### src/rtl/usb_rx_pkg.sv
// Shared USB receive-path types and line constants.
// Full-speed USB values are used as the deserialiser parameter defaults.
package usb_rx_pkg;

    localparam int   USB_STUFF_LEN = 6;
    localparam logic USB_LINE_J    = 1'b1;
    localparam int   USB_BYTE_W    = 8;

    typedef enum logic [1:0] {
        IDLE = 2'd0,
        RUN  = 2'd1,
        ERR  = 2'd2
    } rx_deser_state_t;

endpackage

### src/rtl/rx_word_shift.sv
// Deserialising shift register with bit counter.
// Publishes each completed word on o_word with a one-cycle o_word_done strobe.
module rx_word_shift
    import usb_rx_pkg::*;
#(
    parameter int WORD_W    = USB_BYTE_W,
    parameter bit LSB_FIRST = 1'b1
) (
    input  logic              clk,
    input  logic              n_rst,
    input  logic              i_shift,
    input  logic              i_bit,
    input  logic              i_clear,
    output logic [WORD_W-1:0] o_word,
    output logic              o_word_done
);

    localparam int            CW   = $clog2(WORD_W);
    localparam logic [CW-1:0] LAST = CW'(WORD_W - 1);

    logic [WORD_W-1:0] r_shift;
    logic [WORD_W-1:0] w_next;
    logic [CW-1:0]     r_bit_cnt;
    logic [WORD_W-1:0] r_word;
    logic              r_word_done;

    // LSB-first fills from the top so the first bit ends up at bit 0.
    generate
        if (LSB_FIRST) begin : g_lsb
            assign w_next = {i_bit, r_shift[WORD_W-1:1]};
        end else begin : g_msb
            assign w_next = {r_shift[WORD_W-2:0], i_bit};
        end
    endgenerate

    always_ff @(posedge clk or negedge n_rst) begin
        if (!n_rst) begin
            r_shift     <= '0;
            r_bit_cnt   <= '0;
            r_word      <= '0;
            r_word_done <= 1'b0;
        end else begin
            r_word_done <= 1'b0;
            if (i_clear) begin
                r_shift   <= '0;
                r_bit_cnt <= '0;
            end else if (i_shift) begin
                r_shift <= w_next;
                if (r_bit_cnt == LAST) begin
                    r_bit_cnt   <= '0;
                    r_word      <= w_next;
                    r_word_done <= 1'b1;
                end else begin
                    r_bit_cnt <= r_bit_cnt + CW'(1);
                end
            end
        end
    end

    assign o_word      = r_word;
    assign o_word_done = r_word_done;

endmodule

### src/rtl/rx_nrzi_deser.sv
// USB receive front end: NRZI decode, bit unstuffing with stuff-error detection,
// and deserialisation into WORD_W-bit words.
module rx_nrzi_deser
    import usb_rx_pkg::*;
#(
    parameter int   WORD_W     = USB_BYTE_W,
    parameter int   STUFF_LEN  = USB_STUFF_LEN,
    parameter logic IDLE_LEVEL = USB_LINE_J,
    parameter bit   LSB_FIRST  = 1'b1
) (
    input  logic              clk,
    input  logic              n_rst,
    input  logic              shift_en,
    input  logic              dplus_sync,
    input  logic              rcving,
    output logic              d_orig,
    output logic              bit_valid,
    output logic [WORD_W-1:0] data_out,
    output logic              word_valid,
    output logic              stuff_err,
    output logic [1:0]        o_dbg_state
);

    localparam int            OW       = $clog2(STUFF_LEN + 1);
    localparam logic [OW-1:0] ONES_MAX = OW'(STUFF_LEN);

    rx_deser_state_t r_state;
    rx_deser_state_t w_state_nxt;

    logic          r_prev;
    logic [OW-1:0] r_ones;
    logic          r_d_orig;
    logic          r_bit_valid;
    logic          r_stuff_err;

    logic w_take;
    logic w_dec;
    logic w_at_max;
    logic w_data;
    logic w_stuff;
    logic w_viol;

    // ERR freezes the bit stream until the packet ends.
    assign w_take   = shift_en & rcving & (r_state != ERR);
    assign w_dec    = ~(dplus_sync ^ r_prev);
    assign w_at_max = (r_ones == ONES_MAX);
    assign w_data   = w_take & ~w_at_max;
    assign w_stuff  = w_take & w_at_max & ~w_dec;
    assign w_viol   = w_take & w_at_max & w_dec;

    always_ff @(posedge clk or negedge n_rst) begin
        if (!n_rst) begin
            r_state <= IDLE;
        end else begin
            r_state <= w_state_nxt;
        end
    end

    always_comb begin
        w_state_nxt = r_state;
        case (r_state)
            IDLE: if (rcving) w_state_nxt = RUN;
            RUN: begin
                if (!rcving) begin
                    w_state_nxt = IDLE;
                end else if (w_viol) begin
                    w_state_nxt = ERR;
                end
            end
            ERR: if (!rcving) w_state_nxt = IDLE;
            default: w_state_nxt = IDLE;
        endcase
    end

    // Line history and the ones run restart at every packet boundary.
    always_ff @(posedge clk or negedge n_rst) begin
        if (!n_rst) begin
            r_prev      <= IDLE_LEVEL;
            r_ones      <= '0;
            r_d_orig    <= 1'b0;
            r_bit_valid <= 1'b0;
            r_stuff_err <= 1'b0;
        end else if (!rcving) begin
            r_prev      <= IDLE_LEVEL;
            r_ones      <= '0;
            r_bit_valid <= 1'b0;
            r_stuff_err <= 1'b0;
        end else begin
            r_bit_valid <= w_data;
            if (w_take) begin
                r_prev <= dplus_sync;
            end
            if (w_data) begin
                r_d_orig <= w_dec;
                r_ones   <= w_dec ? (r_ones + OW'(1)) : '0;
            end
            if (w_stuff) begin
                r_ones <= '0;
            end
            if (w_viol) begin
                r_stuff_err <= 1'b1;
            end
        end
    end

    rx_word_shift #(
        .WORD_W   (WORD_W),
        .LSB_FIRST(LSB_FIRST)
    ) u_word_shift (
        .clk        (clk),
        .n_rst      (n_rst),
        .i_shift    (w_data),
        .i_bit      (w_dec),
        .i_clear    (~rcving),
        .o_word     (data_out),
        .o_word_done(word_valid)
    );

    assign d_orig      = r_d_orig;
    assign bit_valid   = r_bit_valid;
    assign stuff_err   = r_stuff_err;
    assign o_dbg_state = r_state;

endmodule
### config.mk
export PLATFORM = sky130hd
export DESIGN_NAME = rx_nrzi_deser
export DESIGN_NICKNAME = d
export VERILOG_FILES = /design/src/rtl/usb_rx_pkg.sv /design/src/rtl/rx_word_shift.sv /design/src/rtl/rx_nrzi_deser.sv
export SDC_FILE = /design/constraint.sdc
export NUM_CORES = 1
export LEC_CHECK = 0
export BUFFER_PORTS_ARGS = -buffer_cell sky130_fd_sc_hd__buf_2
export CORE_MARGIN = 8
export CORE_UTILIZATION = 55
export CTS_CLUSTER_SIZE = 40
export DETAILED_ROUTE_END_ITERATION = 6
export PLACE_DENSITY = 0.87
export SLEW_MARGIN = 40
export SYNTH_ARGS = -nofsm -noshare
export SYNTH_HDL_FRONTEND = slang
export SYNTH_SLANG_ARGS = --single-unit
export TNS_END_PERCENT = 20
### constraint.sdc
create_clock -name clk -period 2.4 [get_ports clk]
set_clock_uncertainty 0.05 [all_clocks]
set_input_delay 0.24 -clock clk [delete_from_list [all_inputs] [get_ports clk]]
set_output_delay 0.24 -clock clk [all_outputs]
set_load 0.02 [all_outputs]
==> metrics.txt, run 1 <==
result of the run completed; Crit path max-delay family simple AND/OR/NAND/NOR gates; Fmax 505 MHz; CTS Buffer Depth 2; Row Count 17; Post-Syn Nets 119; flop2flop setup slack 0.42 ns; Synth Area in Simple Gates 0.151; min Tclk post-route 1.98 ns; CTS root buf clkbuf_4; WS Path Type reg2reg; antenna violations before repair 0; Routed Antenna Nets 0; gp weighted congestion 0.820; max cap viols 0; share of layout cells above drive strength 1 0.266; Setup WS post-layout 0.420 ns; DP HPWL 1770 µm; hold endpoint r_prev$_DFFE_PN1P_; number of global-route vias before repair 896; DRC viols 0; WL final 2350 µm; combinational power share 0.105; area of the mapped netlist 0.00131 mm²; routed vias/inst 5.69; first-pass GRT wire length 4000 µm; Crit path arrival time 2.15 ns; Hold Crit Depth 3; main combinational cell family by area after synthesis multiplexers; Layout area overhead 9.66%; non-filler cells, final 156; H-Tree Depth 1; Final Cycle Share 0.825; Sw Pwr 191 µW; Max rail drop VDD 386 µV; pin count of the biggest net entering global routing 29; via count of the routed design 887; worst r2r dst u_word_shift.o_word[6]$_DFFE_PN0P_; clock power share 0.253; IO Pins 19; Slew Limit Fails 0; Die Area 0.00420 mm²; worst slew pin tran 0.599 ns; synth unique cells 33; Nets 138; FF+latch count, synth 28; total gr overflow 0; final setup TNS 0 ns; CP Capture Type flip-flop; final setup vio count 0; clock transition at the registers of the reported paths 0.13 ns; Post-synth EDFFs 0; WP buf/inv 1; CP Max Fanout 9; placed insts 151; XOR/XNOR Fraction of Synth Area 0.0134; reg2reg start r_ones[0]$_DFFE_PN0P_; Hold Violations, Final 0; register area share after synthesis 0.536; CP required 2.57 ns; Yosys warnings 0; Iter 0 DRT Violations 40; # port buffers 18; drt first pass iters 4; core area 0.00223 mm²; slowest CP cell or4_4; Power Dens Cells 538 mW/mm²; initial core utilization 0.586; Synth Instances 110; # diodes 0; Worst-Skew Late Latency 0.32 ns; Sink Count 28; Top FF cell, synth dfrtp_1; Compound-Gate Fraction of Synth Area 0.0488; Hold Path Class in2reg; TritonCTS Buffers 3; mux cell area share after synthesis 0.169; Async S/R FF share, synth 1.00; Flop pwr share 0.643; Routed WL per cell 15.1 µm; critical path startpoint category flip-flop; die height 64.8 µm; R2R cell count 5; CTS tree done; worst-path cell chain inv_1 -> ha_1 -> and2_1 -> or4_4 -> mux2_4; Layout fillers 177; Worst path max stage delay 0.60 ns; Synth Area per Inst 11.9 µm²; Int Power 581 µW; adder-cell share of the synthesized area 0.0382; sw frac 0.248; Hold Path Origin dplus_sync; Total GRT Usage 0.119; slew margin rel. 0.598; Die Wd 64.8 µm; pre-CTS setup slack 0.435 ns; Setup Buffers After CTS 0; leakage power 0.000759 µW; RSZ-0062 raised after global routing false
==> Yosys cell counts, drive strengths merged, types with 3 or more instances <==
| library cell | count | area [µm²] |
|---|---|---|
| nand3 | 4 | 20.0 |
| nand4 | 3 | 18.8 |
| dfrtp | 27 | 676 |
| buf | 3 | 27.5 |
| inv | 5 | 21.3 |
| mux2 | 9 | 131 |
| nor3 | 3 | 20.0 |
| nand2 | 16 | 60.1 |
| mux2i | 9 | 90.1 |
| ha | 4 | 50.1 |
==> cells in the final DEF (no fill, tap or decap), drive strengths merged <==
cell type    netlist  final
buf                3     18
and2               1      1
or4                2      2
a21oi              2      2
nand2             16     16
ha                 4      4
dfrtp             27     27
nand4              3      3
nor2b              2      2
clkbuf             2      4
nand3b             2      2
a211oi             1      1
a41oi              1      1
nor3               3      3
a31oi              2      2
dfstp              1      1
o21ai              2      2
mux2               9      9
nor2               2      2
xor2               1      1
xnor2              1      1
o221ai             1      1
dlygate4sd3        0      1
inv                5      5
or3                1      1
nand3              4      4
o22ai              1      1
mux2i              9      9
nand2b             2      2
==> per-layer routing <==
metal,global-route usage,up-vias,share of wire
li1,-,419,-
met1,0.136,426,0.41
met2,0.206,38,0.49
met3,0.0258,4,0.078
met4,0.0572,0,0.018
met5,0,-,0
==> worst min-delay path: stages <==
cell     delay (ns)
buf_2          0.12
nand3_1        0.07
nand3_1        0.07
==> layout make-up <==
type                    instances  area (µm²)  share of cell area
multi-input cells              72         551               0.384
well taps                      28        35.0              0.0244
repair buffers                 19         100              0.0697
flip-flops and latches         28         702               0.489
clock buffers                   4        26.3              0.0183
inverters                       5        21.3              0.0148
==> how the worst max path moves through the flow <==
stage                                from                            endpoint  depth (start not counted)
floorplan           r_ones[0]$_DFFE_PN0P_  u_word_shift.o_word[0]$_DFFE_PN0P_                          6
global placement    r_ones[0]$_DFFE_PN0P_  u_word_shift.o_word[7]$_DFFE_PN0P_                          5
detailed placement  r_ones[0]$_DFFE_PN0P_  u_word_shift.o_word[1]$_DFFE_PN0P_                          5
CTS                 r_ones[0]$_DFFE_PN0P_  u_word_shift.o_word[1]$_DFFE_PN0P_                          5
global route        r_ones[0]$_DFFE_PN0P_  u_word_shift.o_word[1]$_DFFE_PN0P_                          5
finish              r_ones[0]$_DFFE_PN0P_  u_word_shift.o_word[6]$_DFFE_PN0P_                          5
==> cell families (layout without fill, tap and decap cells) <==
group / count (synthesis) / after routing
simple gates: 38 / 38
flops: 28 / 28
mux: 18 / 18
compound gates: 10 / 10
buf+inv: 10 / 28
fa+ha+maj: 4 / 4
xor+xnor: 2 / 2
==> timing repair <==
item	CTS	global route
endpoints found under the hold margin	27	0
hold buffers	1	0
gates resized for setup	0	0
==> state kept, by name, indices dropped and copies added (netlist names) <==
| signal | flops |
|---|---|
| u_word_shift.r_bit_cnt | 3 |
| u_word_shift.r_shift | 7 |
| bit_valid | 1 |
| stuff_err | 1 |
| r_prev | 1 |
| d_orig | 1 |
| u_word_shift.o_word | 8 |
| o_dbg_state | 2 |
| u_word_shift.o_word_done | 1 |
| r_ones | 3 |
==> power groups by stage <==
stage          combinational (µW)  sequential (µW)  clock, µW
5_1_grt                      89.5              498        221
3_5_place_dp                 80.5              505          0
4_1_cts                      81.9              497        202
3_3_place_gp                 76.5              504          0
2_1_floorplan                46.7              511          0
6_report                     80.7              496        195
==> stage by stage <==
| stage | cell area, µm² | power [µW] | hold slack [ns] | utilization |
|---|---|---|---|---|
| 2_1_floorplan | 1310 | 557 | -0.106 | - |
| 3_3_place_gp | 1400 | 581 | 0.218 | 0.626 |
| 3_5_place_dp | 1400 | 586 | 0.239 | 0.626 |
| 4_1_cts | 1440 | 780 | 0.115 | 0.643 |
| 5_1_grt | 1440 | 809 | 0.128 | 0.643 |
| 6_report | 1440 | 772 | 0.126 | 0.643 |
Power figures use the tool's default switching activity.
==> run 2: changes to the inputs <==
--- a/config.mk
+++ b/config.mk
@@ -5,12 +5,13 @@
 export SDC_FILE = /design/constraint.sdc
 export NUM_CORES = 1
 export LEC_CHECK = 0
+export ABC_AREA = 1
 export BUFFER_PORTS_ARGS = -buffer_cell sky130_fd_sc_hd__buf_2
 export CORE_MARGIN = 8
-export CORE_UTILIZATION = 55
+export CORE_UTILIZATION = 54
 export CTS_CLUSTER_SIZE = 40
 export DETAILED_ROUTE_END_ITERATION = 6
-export PLACE_DENSITY = 0.87
+export PLACE_DENSITY = 0.86
 export SLEW_MARGIN = 40
 export SYNTH_ARGS = -nofsm -noshare
 export SYNTH_HDL_FRONTEND = slang
==> constraint.sdc (replaced) <==
create_clock -name clk -period 2 [get_ports clk]
set_clock_uncertainty 0.05 [all_clocks]
set_input_delay 0.2 -clock clk [delete_from_list [all_inputs] [get_ports clk]]
set_output_delay 0.2 -clock clk [all_outputs]
set_load 0.02 [all_outputs]
==> run 2 against run 1 <==
- power up 22%
- first-iteration DRC count down 25%
- die area down 3.8%
- final area down 4.4%
- clock power up 36%
- critical path type unchanged
- synthesized area down 6.8%
- fmax up 25%
- final cell count up 12%
- sequential share of layout area up 2.2 points
- register-to-register slack about the same
- largest cell class unchanged
- worst setup slack better by 0.0013 ns
- hold slack worse by 0.058 ns
==> metrics.txt, run 2 <==
result of the run completed; Crit path arrival time 1.75 ns (-0.40 ns); number of global-route vias before repair 925 (+3.2%); Die Area 0.00404 mm² (-3.8%); most common cell after layout, fill and taps aside nand2_1; Post-synth EDFFs 0 (unchanged); final setup TNS 0 ns (unchanged); WS Path Type reg2reg; FF+latch count, synth 28 (unchanged); Setup WS post-layout 0.421 ns (+0.00129 ns); share of layout cells above drive strength 1 0.247 (-0.0190); Total GRT Usage 0.117 (-0.00180); total gr overflow 0 (unchanged); first-pass GRT wire length 3930 µm (-1.6%); Hold Path Class in2reg; pre-CTS setup slack 0.435 ns (-0.000342 ns); Fmax 633 MHz (+25%); Gates resized, CTS repair 0 (unchanged); Top FF cell, synth dfrtp_1; core area 0.00217 mm² (-2.9%); Nets 156 (+13%); # port buffers 18 (unchanged); Layout area overhead 12.5%; CP required 2.17 ns (-0.40 ns); Row Count 17 (unchanged); routed vias/inst 5.12 (-9.9%); Hold Violations, Final 0 (unchanged); Slew Limit Fails 0 (unchanged); slew margin rel. 0.604 (+0.00534); pin count of the biggest net entering global routing 29 (unchanged); min Tclk post-route 1.58 ns (-0.401 ns); hold_buf cts 1 (unchanged); Yosys warnings 0 (unchanged); Async S/R FF share, synth 1.00 (unchanged); WL final 2160 µm (-8.2%); # diodes 0 (unchanged); FF+latch area 702 µm² (unchanged); Sink Count 28 (unchanged); drt first pass iters 4 (unchanged); DRC viols 0 (unchanged); max cap viols 0 (unchanged); CTS tree done; most frequent cell after synthesis nand2_1; initial core utilization 0.562 (-0.0237); RSZ-0062 raised after global routing false; Post-Syn Nets 134 (+13%); H-Tree Depth 1 (unchanged); Worst-Skew Late Latency 0.32 ns (about the same); Hold Worst Slack 0.0684 ns (-0.0579 ns); gp weighted congestion 0.854 (+4.1%); DP HPWL 1670 µm (-5.6%); clock transition at the registers of the reported paths 0.13 ns (about the same); Routed Antenna Nets 0 (unchanged); critical path startpoint category flip-flop; Die Wd 63.5 µm (-1.9%); TritonCTS Buffers 3 (unchanged); register area share after synthesis 0.575 (+0.0391); CTS Buffer Depth 2 (unchanged); Power Dens Cells 687 mW/mm² (+28%); area of the mapped netlist 0.00122 mm² (-6.8%); CTS root buf clkbuf_4; Largest register FFs 8 (unchanged); worst slew pin tran 0.595 ns (-0.00474 ns); Yosys top cell area share 0.554 (+0.0376); Setup Buffers After CTS 0 (unchanged); Max rail drop VDD 493 µV (+28%); IO Pins 19 (unchanged); final setup vio count 0 (unchanged); via count of the routed design 891 (+0.45%); Synth Instances 125 (+14%); Routed WL per cell 12.4 µm (-18%); synth unique cells 23 (-30%); Final Cycle Share 0.789 (-0.0356); CP Capture Type flip-flop; synth top area cells dfrtp_1, nand2_1, ha_1, inv_1, o21ai_2; Yosys top cell by area dfrtp_1; Post-synth top cells nand2_1, dfrtp_1, inv_1, nand3_1; Synth Area per Inst 9.76 µm² (-18%); antenna violations before repair 0 (unchanged); multi-input logic area 437 µm² (-21%); CP Max Fanout 9 (unchanged); Layout fillers 185 (+4.5%); most frequent cells in the layout nand2_1, dfrtp_1, buf_2; die height 63.5 µm (-1.9%); leakage power 0.000778 µW (+2.5%); Iter 0 DRT Violations 30 (-25%)
[run 2: path summary, 6_finish.rpt]
check | startpoint | to | slack (ns) | cells after the start
hold / removal | dplus_sync | r_prev$_DFFE_PN1P_ | 0.07 | 3
hold reg to reg | u_word_shift.o_word[6]$_DFFE_PN0P_ | u_word_shift.o_word[6]$_DFFE_PN0P_ | 0.44 | 2
min in group asynchronous | n_rst | u_word_shift.o_word[3]$_DFFE_PN0P_ | 0.35 | 2
setup / recovery | r_ones[0]$_DFFE_PN0P_ | r_ones[1]$_DFFE_PN0P_ | 0.42 | 7
setup reg to reg | r_ones[0]$_DFFE_PN0P_ | r_ones[1]$_DFFE_PN0P_ | 0.42 | 7
max in group asynchronous | n_rst | u_word_shift.r_bit_cnt[2]$_DFFE_PN0P_ | 1.16 | 2
[run 2: critical path, cell delays in order (launching register included)]
cell	delay (ns)
dfrtp_1	0.44
inv_1	0.08
ha_1	0.14
nand2_1	0.10
nand3_4	0.18
clkinv_1	0.24
nand3b_1	0.17
nand2_1	0.07
[run 2: power by group]
group          leakage [µW]  total (µW)  switching (µW)  internal (µW)
clock             0.0000210         265             154            111
sequential         0.000380         596            12.5            584
combinational      0.000377        81.8            57.1           24.8
total              0.000778         943             224            720
[run 2: cell families (layout without fill, tap and decap cells)]
group | Yosys count | count (layout) | synth area share
adder cells (fa/ha/maj) | 4 | 4 | 0.0410
flip-flops | 28 | 28 | 0.575
AND/OR/NAND/NOR | 57 | 57 | 0.216
XOR/XNOR | 2 | 2 | 0.0144
AO/OA/AOI/OAI | 16 | 16 | 0.0861
buffers and inverters | 18 | 39 | 0.0667
[run 2: cell type report]
class                   count  share of cell area
clock buffers               4              0.0264
multi-input cells          79               0.318
well taps                  28              0.0255
flip-flops and latches     28               0.511
repair buffers             19              0.0729
inverters                  16              0.0456
[run 2: per-layer routing]
layer / track usage / vias up / share of wire
met1: 0.127 / 426 / 0.43
met2: 0.208 / 22 / 0.50
met4: 0.0501 / 0 / 0.0093
li1: - / 439 / -
met3: 0.0318 / 4 / 0.057
met5: 0 / - / 0
[run 2: metrics by stage]
step / utilization / area, µm² / std cells / power [µW]
6_report: 0.633 / 1370 / 174 / 943
5_1_grt: 0.633 / 1370 / 174 / 986
4_1_cts: 0.633 / 1370 / 174 / 954
3_5_place_dp: 0.611 / 1330 / 169 / 689
3_3_place_gp: 0.611 / 1330 / 169 / 684
2_1_floorplan: - / 1220 / 125 / 655
==> run 3: changes to the inputs <==
--- a/config.mk
+++ b/config.mk
@@ -5,13 +5,13 @@
 export SDC_FILE = /design/constraint.sdc
 export NUM_CORES = 1
 export LEC_CHECK = 0
-export ABC_AREA = 1
+export ABC_AREA = 0
 export BUFFER_PORTS_ARGS = -buffer_cell sky130_fd_sc_hd__buf_2
 export CORE_MARGIN = 8
-export CORE_UTILIZATION = 54
+export CORE_UTILIZATION = 55
 export CTS_CLUSTER_SIZE = 40
 export DETAILED_ROUTE_END_ITERATION = 6
-export PLACE_DENSITY = 0.86
+export PLACE_DENSITY = 0.87
 export SLEW_MARGIN = 40
 export SYNTH_ARGS = -nofsm -noshare
 export SYNTH_HDL_FRONTEND = slang
==> constraint.sdc (replaced) <==
create_clock -name clk -period 1.6 [get_ports clk]
set_clock_uncertainty 0.05 [all_clocks]
set_input_delay 0.16 -clock clk [delete_from_list [all_inputs] [get_ports clk]]
set_output_delay 0.16 -clock clk [all_outputs]
set_load 0.02 [all_outputs]
==> run 3 against run 2 <==
- the run now ends with negative setup slack left
- non-clock buffer count up 16
- sequential share of layout area down 8.1 points
- worst setup slack worse by 0.63 ns
- count of clock-buffer cells in the layout down 1
- final area up 19%
- flip-flop and latch count unchanged
- utilization up 10 points
- global-route usage up 2.4 points
- critical endpoint is now u_word_shift.o_word[7]$_DFFE_PN0P_
- register-to-register slack worse by 0.63 ns
- die area up 4.0%
==> metrics.txt, run 3 (synthesis gave the netlist of run 1 again) <==
WS Path Type reg2reg; Power Dens Cells 843 mW/mm² (+23%); clock transition at the registers of the reported paths 0.15 ns (+0.02 ns); total gr overflow 0 (unchanged); Die Wd 64.8 µm (+2.0%); Setup WS post-layout -0.213 ns (-0.634 ns); pre-CTS setup slack -0.214 ns (-0.648 ns); Max rail drop VDD 700 µV (+42%); most frequent cells in the layout dfrtp_1, buf_2, buf_4; Routed Antenna Nets 0 (unchanged); CTS tree done; TritonCTS Buffers 3 (unchanged); Hold Path Class in2reg; worst r2r dst u_word_shift.o_word[7]$_DFFE_PN0P_; worst slew pin tran 0.611 ns (+0.0162 ns); WL final 2950 µm (+37%); max cap viols 0 (unchanged); Critical path origin u_word_shift.r_bit_cnt[0]$_DFFE_PN0P_; FF+latch area 703 µm² (+0.18%); final setup vio count 8 (+8); Crit path arrival time 2.00 ns (+0.25 ns); most common cell after layout, fill and taps aside dfrtp_1; initial core utilization 0.586 (+0.0237); first-pass GRT wire length 4760 µm (+21%); CP Max Fanout 5 (-4); CTS Buffer Depth 2 (unchanged); Layout area overhead 25.0%; leakage power 0.000867 µW (+11%); crit path to u_word_shift.o_word[7]$_DFFE_PN0P_; reg2reg start u_word_shift.r_bit_cnt[0]$_DFFE_PN0P_; routed vias/inst 5.76 (+13%); Sink Count 28 (unchanged); core area 0.00223 mm² (+2.9%); CP required 1.79 ns (-0.38 ns); Hold Violations, Final 0 (unchanged); Routed WL per cell 17.1 µm (+37%); RSZ-0062 raised after global routing true; via count of the routed design 997 (+12%); Die Area 0.00420 mm² (+4.0%); Hold Path Origin dplus_sync; DRC viols 0 (unchanged); Fmax 552 MHz (-13%); min Tclk post-route 1.81 ns (+0.234 ns); H-Tree Depth 1 (unchanged); critical path startpoint category flip-flop; multi-input logic area 603 µm² (+38%); result of the run complete, but fails checks; # diodes 0 (unchanged); IO Pins 19 (unchanged); placed insts 165 (-2.4%); Final Cycle Share 1.13 (+0.344); die height 64.8 µm (+2.0%); drt first pass iters 4 (unchanged); Layout fillers 149 (-19%); CTS root buf clkbuf_4; Nets 155 (-0.64%); CP Capture Type flip-flop; slew margin rel. 0.593 (-0.0108); gp weighted congestion 0.810 (-5.1%); Worst-Skew Late Latency 0.34 ns (+0.02 ns); Total GRT Usage 0.142 (+0.0242); flop2flop setup slack -0.21 ns (-0.63 ns); DP HPWL 1920 µm (+15%); Iter 0 DRT Violations 55 (+83%); failing checks negative setup slack; Largest register FFs 8 (unchanged); # port buffers 18 (unchanged); Slew Limit Fails 0 (unchanged); number of global-route vias before repair 973 (+5.2%); R2R cell count 5 (-2); Row Count 17 (unchanged); antenna violations before repair 0 (unchanged); non-filler cells, final 173 (-0.57%); share of layout cells above drive strength 1 0.421 (+0.174); pin count of the biggest net entering global routing 29 (unchanged); Finished Core Util 0.732 (+0.0996)
[run 3: cell types whose count changed in the layout (fill, tap and decap cells not counted), moves of 5 or more]
| cell | change |
|---|---|
| o21ai_2 | -5 |
| buf_4 | +16 |
| mux2_4 | +8 |
| mux2i_1 | +9 |
| nand2_1 | -28 |
| inv_1 | -8 |
[run 3: layout make-up]
class                   count  area share
well taps                  28      0.0214
repair buffers             35       0.135
multi-input cells          73       0.369
inverters                   5      0.0130
clock inverters             1      0.0184
clock buffers               3      0.0138
flip-flops and latches     28       0.430
[run 3: worst min-delay path by stage]
stage                                  to  slack (ns)  cells after the start
CTS                    r_prev$_DFFE_PN1P_        0.03                      3
detailed placement  r_ones[0]$_DFFE_PN0P_        0.15                      1
global route           r_prev$_DFFE_PN1P_        0.05                      3
floorplan             bit_valid$_DFF_PN0_       -0.19                      0
global placement    r_ones[0]$_DFFE_PN0P_        0.14                      1
finish                 r_prev$_DFFE_PN1P_        0.03                      3
[run 3: metal layers]
metal / up-vias / routed length, µm / GRT usage
li1: 462 / - / -
met1: 486 / 1340 / 0.190
met4: 0 / 76 / 0.0545
met3: 9 / 161 / 0.0275
met5: - / 0 / 0
met2: 40 / 1380 / 0.220
[run 3: power breakdown]
part | internal, µW | switching (µW) | leakage [µW]
Sequential | 731 | 12.6 | 0.000377
Clock | 254 | 220 | 0.0000279
Combinational | 66.5 | 94.6 | 0.000462
[run 3: through the flow]
step	power, µW	instance area, µm²	hold WS, ns	setup TNS (ns)
2_1_floorplan	837	1320	-0.186	-1.50
3_3_place_gp	890	1510	0.139	-1.21
3_5_place_dp	897	1510	0.153	-1.63
4_1_cts	1360	1590	0.0338	-1.16
5_1_grt	1430	1640	0.0468	-1.79
6_report	1380	1640	0.0276	-1.39
[run 3: repair_timing]
| action | 4_1_cts | 5_1_grt |
|---|---|---|
| resized for setup | 2 | 7 |
| pin swaps | 2 | 4 |
| endpoints found under the hold margin | 27 | 0 |
| setup buffers | 0 | 2 |
| cloned | 1 | 0 |
| setup endpoints to repair | 9 | 11 |
| hold buffers | 1 | 0 |
[run 3: critical path: stages (launching register included)]
cell and delay (ns):
dfrtp_1 0.39, ha_2 0.20, ha_4 0.13, nand2_2 0.05, or4_4 0.56, mux2_4 0.33
